==> src/rtl/vram_addr_if.sv <==
// vram_addr_if: CPU register port and VRAM bus of the PPU address unit.
interface vram_addr_if;
  logic        reg_wr;
  logic        reg_rd;
  logic [2:0]  reg_sel;
  logic [7:0]  reg_din;
  logic [7:0]  reg_dout;
  logic [13:0] vram_addr;
  logic        vram_rd;
  logic        vram_wr;
  logic [7:0]  vram_wdata;
  logic [7:0]  vram_rdata;
  modport master (
    output reg_wr, reg_rd, reg_sel, reg_din, vram_rdata,
    input  reg_dout, vram_addr, vram_rd, vram_wr, vram_wdata
  );
  modport slave (
    input  reg_wr, reg_rd, reg_sel, reg_din, vram_rdata,
    output reg_dout, vram_addr, vram_rd, vram_wr, vram_wdata
  );
endinterface

==> src/rtl/vram_addr.sv <==
// vram_addr: PPU loopy v/t scroll registers, CPU register decode and VRAM address/strobe generation.
module vram_addr (
  input  logic        clk,
  input  logic        rst_n,
  input  logic        rend,
  input  logic        fetch_nt,
  input  logic        fetch_attr,
  input  logic        fetch_chr,
  input  logic [12:0] pattern_idx,
  input  logic        inc_cx,
  input  logic        inc_y,
  input  logic        return00,
  output logic [2:0]  fine_x,
  output logic [7:0]  data_o,
  output logic [1:0]  attr_o,
  vram_addr_if.slave  bus
);
  logic [14:0] v, t, v_n, t_n;
  logic        w, w_n, inc32, inc32_n;
  logic [2:0]  fx_n, attr_sh;
  logic [7:0]  rbuf;
  logic        rd_pend, attr_pend;
  logic [1:0]  attr_q, attr_now;
  logic        fetch, data_acc;
  assign fetch = fetch_nt | fetch_attr | fetch_chr;
  // PPUDATA only reaches memory outside rendering and never over a renderer fetch
  assign data_acc = !rend && !fetch && bus.reg_sel == 3'd7 && (bus.reg_wr || bus.reg_rd);
  assign attr_now = bus.vram_rdata[attr_sh +: 2];
  assign attr_o = attr_pend ? attr_now : attr_q;
  assign data_o = bus.vram_rdata;
  assign bus.reg_dout = bus.reg_sel == 3'd7 ? rbuf : 8'h00;
  assign bus.vram_wdata = bus.reg_din;
  assign bus.vram_rd = rst_n & (fetch | (data_acc & bus.reg_rd));
  assign bus.vram_wr = rst_n & data_acc & bus.reg_wr;
  assign bus.vram_addr = fetch_nt   ? {2'b10, v[11:0]} :
                         fetch_attr ? {2'b10, v[11:10], 4'b1111, v[9:7], v[4:2]} :
                         fetch_chr  ? {1'b0, pattern_idx} : v[13:0];
  always_comb begin
    t_n = t;
    v_n = v;
    w_n = w;
    fx_n = fine_x;
    inc32_n = inc32;
    if (bus.reg_wr && bus.reg_sel == 3'd0) begin
      t_n[11:10] = bus.reg_din[1:0];
      inc32_n = bus.reg_din[2];
    end
    if (bus.reg_rd && bus.reg_sel == 3'd2) w_n = 1'b0;
    if (bus.reg_wr && bus.reg_sel == 3'd5) begin
      if (!w) begin
        t_n[4:0] = bus.reg_din[7:3];
        fx_n = bus.reg_din[2:0];
      end else begin
        t_n[14:12] = bus.reg_din[2:0];
        t_n[9:5] = bus.reg_din[7:3];
      end
      w_n = !w;
    end
    if (bus.reg_wr && bus.reg_sel == 3'd6) begin
      if (!w) begin
        t_n[13:8] = bus.reg_din[5:0];
        t_n[14] = 1'b0;
      end else begin
        t_n[7:0] = bus.reg_din;
        v_n = t_n;
      end
      w_n = !w;
    end
    if (data_acc) v_n = v + (inc32 ? 15'd32 : 15'd1);
    // coarse X wraps naturally in 5 bits; only the NT toggle needs the compare
    if (rend && inc_cx) begin
      v_n[10] = v_n[4:0] == 5'd31 ? ~v_n[10] : v_n[10];
      v_n[4:0] = v_n[4:0] + 5'd1;
    end
    if (rend && inc_y) begin
      if (v_n[14:12] != 3'd7) v_n[14:12] = v_n[14:12] + 3'd1;
      else begin
        v_n[14:12] = 3'd0;
        v_n[11] = v_n[9:5] == 5'd29 ? ~v_n[11] : v_n[11];
        v_n[9:5] = v_n[9:5] == 5'd29 ? 5'd0 : v_n[9:5] + 5'd1;
      end
      v_n[10] = t[10];
      v_n[4:0] = t[4:0];
    end
    if (rend && return00) begin
      v_n[14:11] = t[14:11];
      v_n[9:5] = t[9:5];
    end
  end
  always_ff @(posedge clk or negedge rst_n) begin
    if (!rst_n) begin
      v <= '0;
      t <= '0;
      w <= 1'b0;
      fine_x <= '0;
      inc32 <= 1'b0;
      rbuf <= '0;
      rd_pend <= 1'b0;
      attr_pend <= 1'b0;
      attr_sh <= '0;
      attr_q <= '0;
    end else begin
      v <= v_n;
      t <= t_n;
      w <= w_n;
      fine_x <= fx_n;
      inc32 <= inc32_n;
      rd_pend <= data_acc & bus.reg_rd;
      rbuf <= rd_pend ? bus.vram_rdata : rbuf;
      attr_pend <= fetch_attr;
      attr_sh <= fetch_attr ? {v[6], v[1], 1'b0} : attr_sh;
      attr_q <= attr_pend ? attr_now : attr_q;
    end
  end
endmodule

==> src/flat_wrapper.sv <==
// flat-port wrapper written by rule: the top's interface ports become plain ports
module vram_addr_flat 
  (clk, rst_n, rend, fetch_nt, fetch_attr, fetch_chr, pattern_idx, inc_cx, inc_y, return00, fine_x, data_o, attr_o, bus_reg_wr, bus_reg_rd, bus_reg_sel, bus_reg_din, bus_vram_rdata, bus_reg_dout, bus_vram_addr, bus_vram_rd, bus_vram_wr, bus_vram_wdata);
  vram_addr_if bus_i ();
  input  logic clk;
  input  logic rst_n;
  input  logic rend;
  input  logic fetch_nt;
  input  logic fetch_attr;
  input  logic fetch_chr;
  input  logic [12:0] pattern_idx;
  input  logic inc_cx;
  input  logic inc_y;
  input  logic return00;
  output logic [2:0] fine_x;
  output logic [7:0] data_o;
  output logic [1:0] attr_o;
  input wire logic [$bits(bus_i.reg_wr)-1:0] bus_reg_wr;
  input wire logic [$bits(bus_i.reg_rd)-1:0] bus_reg_rd;
  input wire logic [$bits(bus_i.reg_sel)-1:0] bus_reg_sel;
  input wire logic [$bits(bus_i.reg_din)-1:0] bus_reg_din;
  input wire logic [$bits(bus_i.vram_rdata)-1:0] bus_vram_rdata;
  output wire logic [$bits(bus_i.reg_dout)-1:0] bus_reg_dout;
  output wire logic [$bits(bus_i.vram_addr)-1:0] bus_vram_addr;
  output wire logic [$bits(bus_i.vram_rd)-1:0] bus_vram_rd;
  output wire logic [$bits(bus_i.vram_wr)-1:0] bus_vram_wr;
  output wire logic [$bits(bus_i.vram_wdata)-1:0] bus_vram_wdata;
  assign bus_i.reg_wr = bus_reg_wr;
  assign bus_i.reg_rd = bus_reg_rd;
  assign bus_i.reg_sel = bus_reg_sel;
  assign bus_i.reg_din = bus_reg_din;
  assign bus_i.vram_rdata = bus_vram_rdata;
  assign bus_reg_dout = bus_i.reg_dout;
  assign bus_vram_addr = bus_i.vram_addr;
  assign bus_vram_rd = bus_i.vram_rd;
  assign bus_vram_wr = bus_i.vram_wr;
  assign bus_vram_wdata = bus_i.vram_wdata;
  vram_addr u_core (.clk(clk), .rst_n(rst_n), .rend(rend), .fetch_nt(fetch_nt), .fetch_attr(fetch_attr), .fetch_chr(fetch_chr), .pattern_idx(pattern_idx), .inc_cx(inc_cx), .inc_y(inc_y), .return00(return00), .fine_x(fine_x), .data_o(data_o), .attr_o(attr_o), .bus(bus_i));
endmodule
==> config.mk <==
export PLATFORM = sky130hd
export DESIGN_NAME = vram_addr_flat
export DESIGN_NICKNAME = d
export VERILOG_FILES = /design/src/rtl/vram_addr_if.sv /design/src/rtl/vram_addr.sv /design/src/flat_wrapper.sv
export SDC_FILE = /design/constraint.sdc
export NUM_CORES = 1
export LEC_CHECK = 0
export BUFFER_PORTS_ARGS = -buffer_cell sky130_fd_sc_hd__buf_2
export CAP_MARGIN = 10
export CORE_ASPECT_RATIO = 0.8
export CORE_MARGIN = 2
export CORE_UTILIZATION = 45
export DETAILED_ROUTE_END_ITERATION = 10
export PLACE_DENSITY_LB_ADDON = 0.25
export SLEW_MARGIN = 40
export SYNTH_ARGS = -nofsm -noshare
export SYNTH_HDL_FRONTEND = slang
export SYNTH_SLANG_ARGS = --single-unit
==> constraint.sdc <==
create_clock -name clk -period 9 [get_ports clk]
set_clock_uncertainty 0.15 [all_clocks]
set_input_delay 1.8 -clock clk [delete_from_list [all_inputs] [get_ports clk]]
set_output_delay 1.8 -clock clk [all_outputs]
set_load 0.03 [all_outputs]
==> impl_metrics.json, run 1 <==
{
  "status": "finished, final reports clean",
  "grt_pass1_wl_um": 15580,
  "vias_per_cell": 5.808,
  "critPathTopFamily": "simple AND/OR/NAND/NOR gates",
  "row_count": 28,
  "cts_tree": "done",
  "cts_hold_buf": 0,
  "drcViolationCount": 0,
  "hpwl_um": 7328,
  "min_period_ns": 5.329,
  "pwr_density_cell_nw_per_um2": 219.6,
  "finalWorstSetupSlack_ns": 3.671,
  "max_freq_mhz": 187.6,
  "num_io_pins": 88,
  "start_kind": "input port",
  "grt_overflow_total": 0,
  "htree_levels": 2,
  "synth_nets": 443,
  "clock_sinks": 49,
  "die_w_um": 102.5,
  "grt_max_degree": 52,
  "vias": 3235,
  "dr.pass1.iters": 5,
  "post-place-ws_ns": 3.692,
  "yosysTopAreaCellShare_pct": 35.13,
  "internal-power_w": 0.0004859,
  "grt_pass1_vias": 2943,
  "post_drt_wl_per_cell_um": 17.68,
  "slew_viol_final": 0,
  "arrival_ns": 3.38,
  "fp.dieH_um": 82.78,
  "totalWireLength_um": 9845,
  "drv_cap": 0,
  "crit_top_cell": "buf_2",
  "critPathBufInv": 2,
  "placed_cells": 549,
  "syn_inst": 393,
  "ir_worst_vdd_mv": 0.1238,
  "port_buffers": 87,
  "cp_slowest_cell": "nor3_1",
  "yosysTopAreaCell": "dfrtp_1",
  "postCtsSetupBuffers": 0,
  "final_net_count": 501,
  "fin_cells": 557,
  "synth_commonest_cells": "dfrtp_1, nor2_1, a21oi_1",
  "cts_max_path_buffers": 2,
  "synth.area.top_cells": "dfrtp_1, mux2_2, a21oi_1, mux2i_1, nor2_1",
  "cp-end-kind": "primary output",
  "ant_nets": 0,
  "yosysWarnings": 0,
  "worstSkewPairLatency_ns": 0.31,
  "die-area_um2": 8482,
  "worstPathRequired_ns": 7.05,
  "p_total_w": 0.0008643,
  "power.share.combinational_pct": 42.7,
  "syn_to_final_growth_pct": 12.72,
  "antenna_found_initial": 0,
  "period_share_pct": 59.21,
  "ctsResizeCount": 0,
  "path_clk_slew_ns": 0.10,
  "diodes": 0,
  "criticalPathCategory": "in2out",
  "drive_gt1_share_pct": 29.20,
  "net-switching-power_w": 0.0003784,
  "tightest_slew_ns": 0.7386,
  "leakagePower_nw": 1.781,
  "synth_area_um2": 3491,
  "cp_max_fo": 20,
  "track_usage_pct": 23.96,
  "place_congestion": 0.9120,
  "p_seq_share_pct": 41.4,
  "numCtsBuffers": 5,
  "drt-initial-drc-count": 267,
  "cts-root-buf": "clkbuf_8",
  "critPathMaxStageDelay_ns": 0.47,
  "clockPowerShare_pct": 15.9,
  "hold_viol": 0,
  "ys_seq_area_share_pct": 35.13,
  "hold_class": "reg2reg",
  "rsz0062_at_grt": "false",
  "synth.most_common_cell": "dfrtp_1",
  "initial_utilization_pct": 46.78,
  "finalSetupViolCount": 0,
  "synth_edf_count": 0,
  "cp_cell_sequence": "buf_2 > nor3_1 > and3_4 > nand2_1 > a21boi_0 > buf_2",
  "slew_headroom_pct": 50.60,
  "ys_async_sr_fraction_pct": 100.0,
  "swShare_pct": 43.78,
  "synth-seq-cells": 49,
  "core_um2": 7462,
  "synth_ff_type": "dfrtp_1",
  "syn_avg_cell_area_um2": 8.883,
  "synth.distinct_cells": 62,
  "setup-tns-final_ns": 0
}
## cell families after synthesis
| group | count (synthesis) | synth area share, % |
|---|---|---|
| AO/OA/AOI/OAI | 109 | 20.93 |
| XOR/XNOR | 2 | 0.5019 |
| adder cells (fa/ha/maj) | 7 | 2.509 |
| buffers and inverters | 51 | 7.993 |
| flip-flops | 49 | 35.13 |
| multiplexers | 36 | 11.65 |
| AND/OR/NAND/NOR | 139 | 21.29 |
## path summary, 6_finish.rpt
kind                                   from                to  slack (ns)  depth (start not counted)
max                               fetch_chr       bus_vram_rd        3.67                          6
min                        u_core.attr_q[0]  u_core.attr_q[0]        0.36                          1
max reg2reg                     u_core.v[5]      u_core.v[11]        5.22                         13
min reg2reg                u_core.attr_q[0]  u_core.attr_q[0]        0.36                          1
max in group asynchronous             rst_n    u_core.rbuf[1]        6.79                          2
min in group asynchronous             rst_n  u_core.fine_x[0]        1.44                          2
## cell usage in the layout, fill, tap and decap left out, types with 3 or more instances in the layout
cell | netlist | layout
nor2b_1 | 10 | 10
a22oi_1 | 8 | 8
o21ai_0 | 15 | 15
o22ai_1 | 4 | 4
a31oi_1 | 13 | 13
dfrtp_1 | 49 | 49
nor3_1 | 8 | 8
or3_1 | 3 | 3
o22a_1 | 4 | 4
a21oi_1 | 34 | 34
inv_1 | 12 | 12
nand3_1 | 11 | 11
clkbuf_8 | 0 | 5
buf_2 | 4 | 87
nand2_1 | 30 | 30
nor2_1 | 38 | 37
a311oi_1 | 3 | 3
and3_1 | 7 | 7
nand2b_1 | 3 | 3
mux2i_1 | 17 | 17
ha_1 | 7 | 7
mux2_2 | 17 | 17
and2_1 | 10 | 10
a211oi_1 | 4 | 4
a22o_1 | 3 | 3
o31ai_1 | 3 | 3
## area by class of cell
class	count	area, um^2
timing repair buffer	89	450.4
tap	105	131.4
clock inverter	3	21.27
sequential	49	1226
inverter	13	48.80
fill	722	3527
clock buffer	5	68.82
multi-input combinational	293	1988
## routing by layer
metal / vias up / global-route usage, % / routed length (um)
met4: 0 / 4.533 / 105
met2: 138 / 35.75 / 4122
met3: 9 / 3.936 / 833
met5: - / 0 / 0
met1: 1544 / 36.73 / 4784
li1: 1544 / - / -
## sequential cells by signal, indices dropped and copies added, names as in the netlist
signal / count
u_core.attr_sh: 2
u_core.fine_x: 3
u_core.t: 15
u_core.inc32: 1
u_core.w: 1
u_core.attr_q: 2
u_core.rd_pend: 1
u_core.v: 15
u_core.rbuf: 8
u_core.attr_pend: 1
## stage by stage
stage          utilization (%)  hold WS [ns]  instance area (um^2)
3_5_place_dp             51.49        0.3349                  3842
2_1_floorplan                -        0.3217                  3491
3_3_place_gp             51.49        0.3295                  3842
4_1_cts                  52.70        0.3568                  3933
6_report                 52.73        0.3551                  3935
5_1_grt                  52.73        0.3746                  3935
## power by group through the flow
stage / logic [W] / registers, W / clock network (W)
global route: 0.000408 / 0.000368 / 0.000149
CTS: 0.000367 / 0.000355 / 0.000140
detailed placement: 0.000365 / 0.000359 / 0
floorplan: 0.000279 / 0.000335 / 0
global placement: 0.000359 / 0.000357 / 0
finish: 0.000369 / 0.000358 / 0.000137
No activity file was read; power rests on OpenSTA's default activity.
==> inputs of run 2 (changes only) <==
Settings changed: ABC_AREA from default to 1.
Clock period 9 ns to 5.1 ns, I/O delays scaled along.
==> impl_metrics.json, run 2 <==
{
  "finalWorstSetupSlack_ns": 1.340,
  "drive_gt1_share_pct": 19.62,
  "highest_layer": "met4",
  "cp_max_fo": 22,
  "vias_per_cell": 5.150,
  "num-fill-cells": 830,
  "core_um2": 7910,
  "yosysWarnings": 0,
  "startpoint": "fetch_attr",
  "synth.most_common_cell": "nand2_1",
  "r2r-start": "u_core.inc32",
  "slew_headroom_pct": 51.85,
  "dr.pass1.iters": 5,
  "status": "finished, final reports clean",
  "criticalPathCategory": "in2out",
  "die_w_um": 104.7,
  "drcViolationCount": 0,
  "row_count": 29,
  "synth_commonest_cells": "nand2_1, inv_1, nor2_1",
  "fp.dieH_um": 84.58,
  "slew_viol_final": 0,
  "max_freq_mhz": 266.0,
  "vias": 3785,
  "final_net_count": 676,
  "drt-initial-drc-count": 308,
  "num_io_pins": 88,
  "synth.area.top_cells": "dfrtp_1, nand2_1, o21ai_0, inv_1, nor2_1",
  "wl_met2_um": 4224,
  "post-place-ws_ns": 1.295,
  "place_congestion": 0.9816,
  "swShare_pct": 43.90,
  "setup-tns-final_ns": 0,
  "rsz0062_at_grt": "false",
  "yosysTopAreaCellShare_pct": 33.57,
  "grt_pass1_vias": 3409,
  "cts_max_path_buffers": 2,
  "wl_met3_um": 891,
  "syn_avg_cell_area_um2": 6.510,
  "cts-root-buf": "clkbuf_8",
  "clockPowerShare_pct": 18.3,
  "ir_worst_vdd_mv": 0.1344,
  "cp-end-kind": "primary output",
  "mostFrequentLayoutCells": "nand2_1, buf_2, inv_1, nor2_1, o21ai_0",
  "totalWireLength_um": 10490,
  "period_share_pct": 73.72,
  "leakagePower_nw": 2.226,
  "synth_edf_count": 0,
  "worstPathRequired_ns": 3.93,
  "grt_pass1_wl_um": 17150,
  "drv_cap": 0,
  "reg.largest.list": "u_core.t: 15 flops, u_core.v: 15 flops, u_core.rbuf: 8 flops",
  "yosysTopAreaCell": "dfrtp_1",
  "ys_async_sr_fraction_pct": 100.0,
  "syn_to_final_growth_pct": 13.16,
  "hold_path_startpoint": "u_core.t[10]",
  "ant_nets": 0,
  "syn_inst": 561,
  "synth_ff_type": "dfrtp_1",
  "p_seq_share_pct": 40.2,
  "net-switching-power_w": 0.0006287,
  "grt_max_degree": 31,
  "whs_ns": 0.3443,
  "clock_sinks": 49,
  "postCtsSetupBuffers": 0,
  "grt_overflow_total": 0,
  "die-area_um2": 8858,
  "fin_area_um2": 4133,
  "hpwl_um": 8242,
  "start_kind": "input port",
  "track_usage_pct": 24.26,
  "power.share.combinational_pct": 41.5,
  "path_clk_slew_ns": 0.09,
  "post_dp_cell_area_um2": 4028,
  "tightest_slew_ns": 0.7222,
  "layout.cells.most_common": "nand2_1",
  "post_drt_wl_per_cell_um": 14.27,
  "min_period_ns": 3.760,
  "antenna_found_initial": 0,
  "numCtsBuffers": 5,
  "ys_seq_area_share_pct": 33.57,
  "synth_nets": 611,
  "worstSkewPairLatency_ns": 0.30,
  "cts_hold_buf": 0,
  "htree_levels": 2,
  "finalSetupViolCount": 0,
  "synth.distinct_cells": 32,
  "cts_tree": "done",
  "wl_met1_um": 5239,
  "arrival_ns": 2.59,
  "initial_utilization_pct": 46.17,
  "synth-seq-cells": 49,
  "hold_class": "reg2reg",
  "internal-power_w": 0.0008035,
  "ctsResizeCount": 0,
  "pwr_density_cell_nw_per_um2": 346.5,
  "synth_area_um2": 3652,
  "port_buffers": 87,
  "hold_viol": 0,
  "diodes": 0
}
run 2: cells by family after synthesis:
group                    share of synthesized area [%]
AO/OA/AOI/OAI                                    14.01
XOR/XNOR                                         1.439
adder cells (fa/ha/maj)                          2.398
buffers and inverters                            13.15
flip-flops                                       33.57
AND/OR/NAND/NOR                                  35.42
run 2: worst max-delay path, cell delays in order:
cell and delay (ns):
buf_2 0.14, nor2_2 0.18, nand2_1 0.13, inv_2 0.10, nand3_2 0.32, nor2_1 0.30, nor2_1 0.06, nor2_1 0.12
buf_2 0.22
run 2: power groups by stage:
stage	clock network [W]	registers [W]	logic, W
final	0.000262	0.000575	0.000594
after global routing	0.000281	0.000588	0.000675
after CTS	0.000267	0.000574	0.000589
after detailed placement	0	0.000581	0.000586
after global placement	0	0.000578	0.000577
after floorplan	0	0.000545	0.000450
run 2: final timing paths:
check / to / cells past startpoint / slack, ns
hold / removal: u_core.v[10] / 2 / 0.34
setup reg to reg: u_core.v[9] / 22 / 1.74
min in group asynchronous: u_core.fine_x[0] / 1 / 0.61
hold reg to reg: u_core.v[10] / 2 / 0.34
max in group asynchronous: u_core.attr_sh[2] / 2 / 3.44
setup / recovery: bus_vram_rd / 9 / 1.34
run 2: routing by layer:
layer / up-vias / GRT usage (%)
met1: 1687 / 37.23
met3: 16 / 3.339
met2: 179 / 36.54
met4: 0 / 4.606
li1: 1903 / -
met5: - / 0
run 2: per-stage QoR:
stage | cells | power (W) | utilization, %
floorplan | 561 | 0.0009948 | -
global placement | 727 | 0.001155 | 50.92
detailed placement | 727 | 0.001167 | 50.92
CTS | 735 | 0.001430 | 52.25
global route | 735 | 0.001545 | 52.25
finish | 735 | 0.001432 | 52.25
run 2: final cells by class:
cell class | count | area, um^2 | area share (%)
multi-input cells | 408 | 1946 | 47.08
flip-flops and latches | 49 | 1226 | 29.67
repair buffers | 88 | 442.9 | 10.72
inverters | 74 | 277.8 | 6.721
well taps | 108 | 135.1 | 3.270
clock buffers | 7 | 96.34 | 2.331
clock inverters | 1 | 8.758 | 0.2119
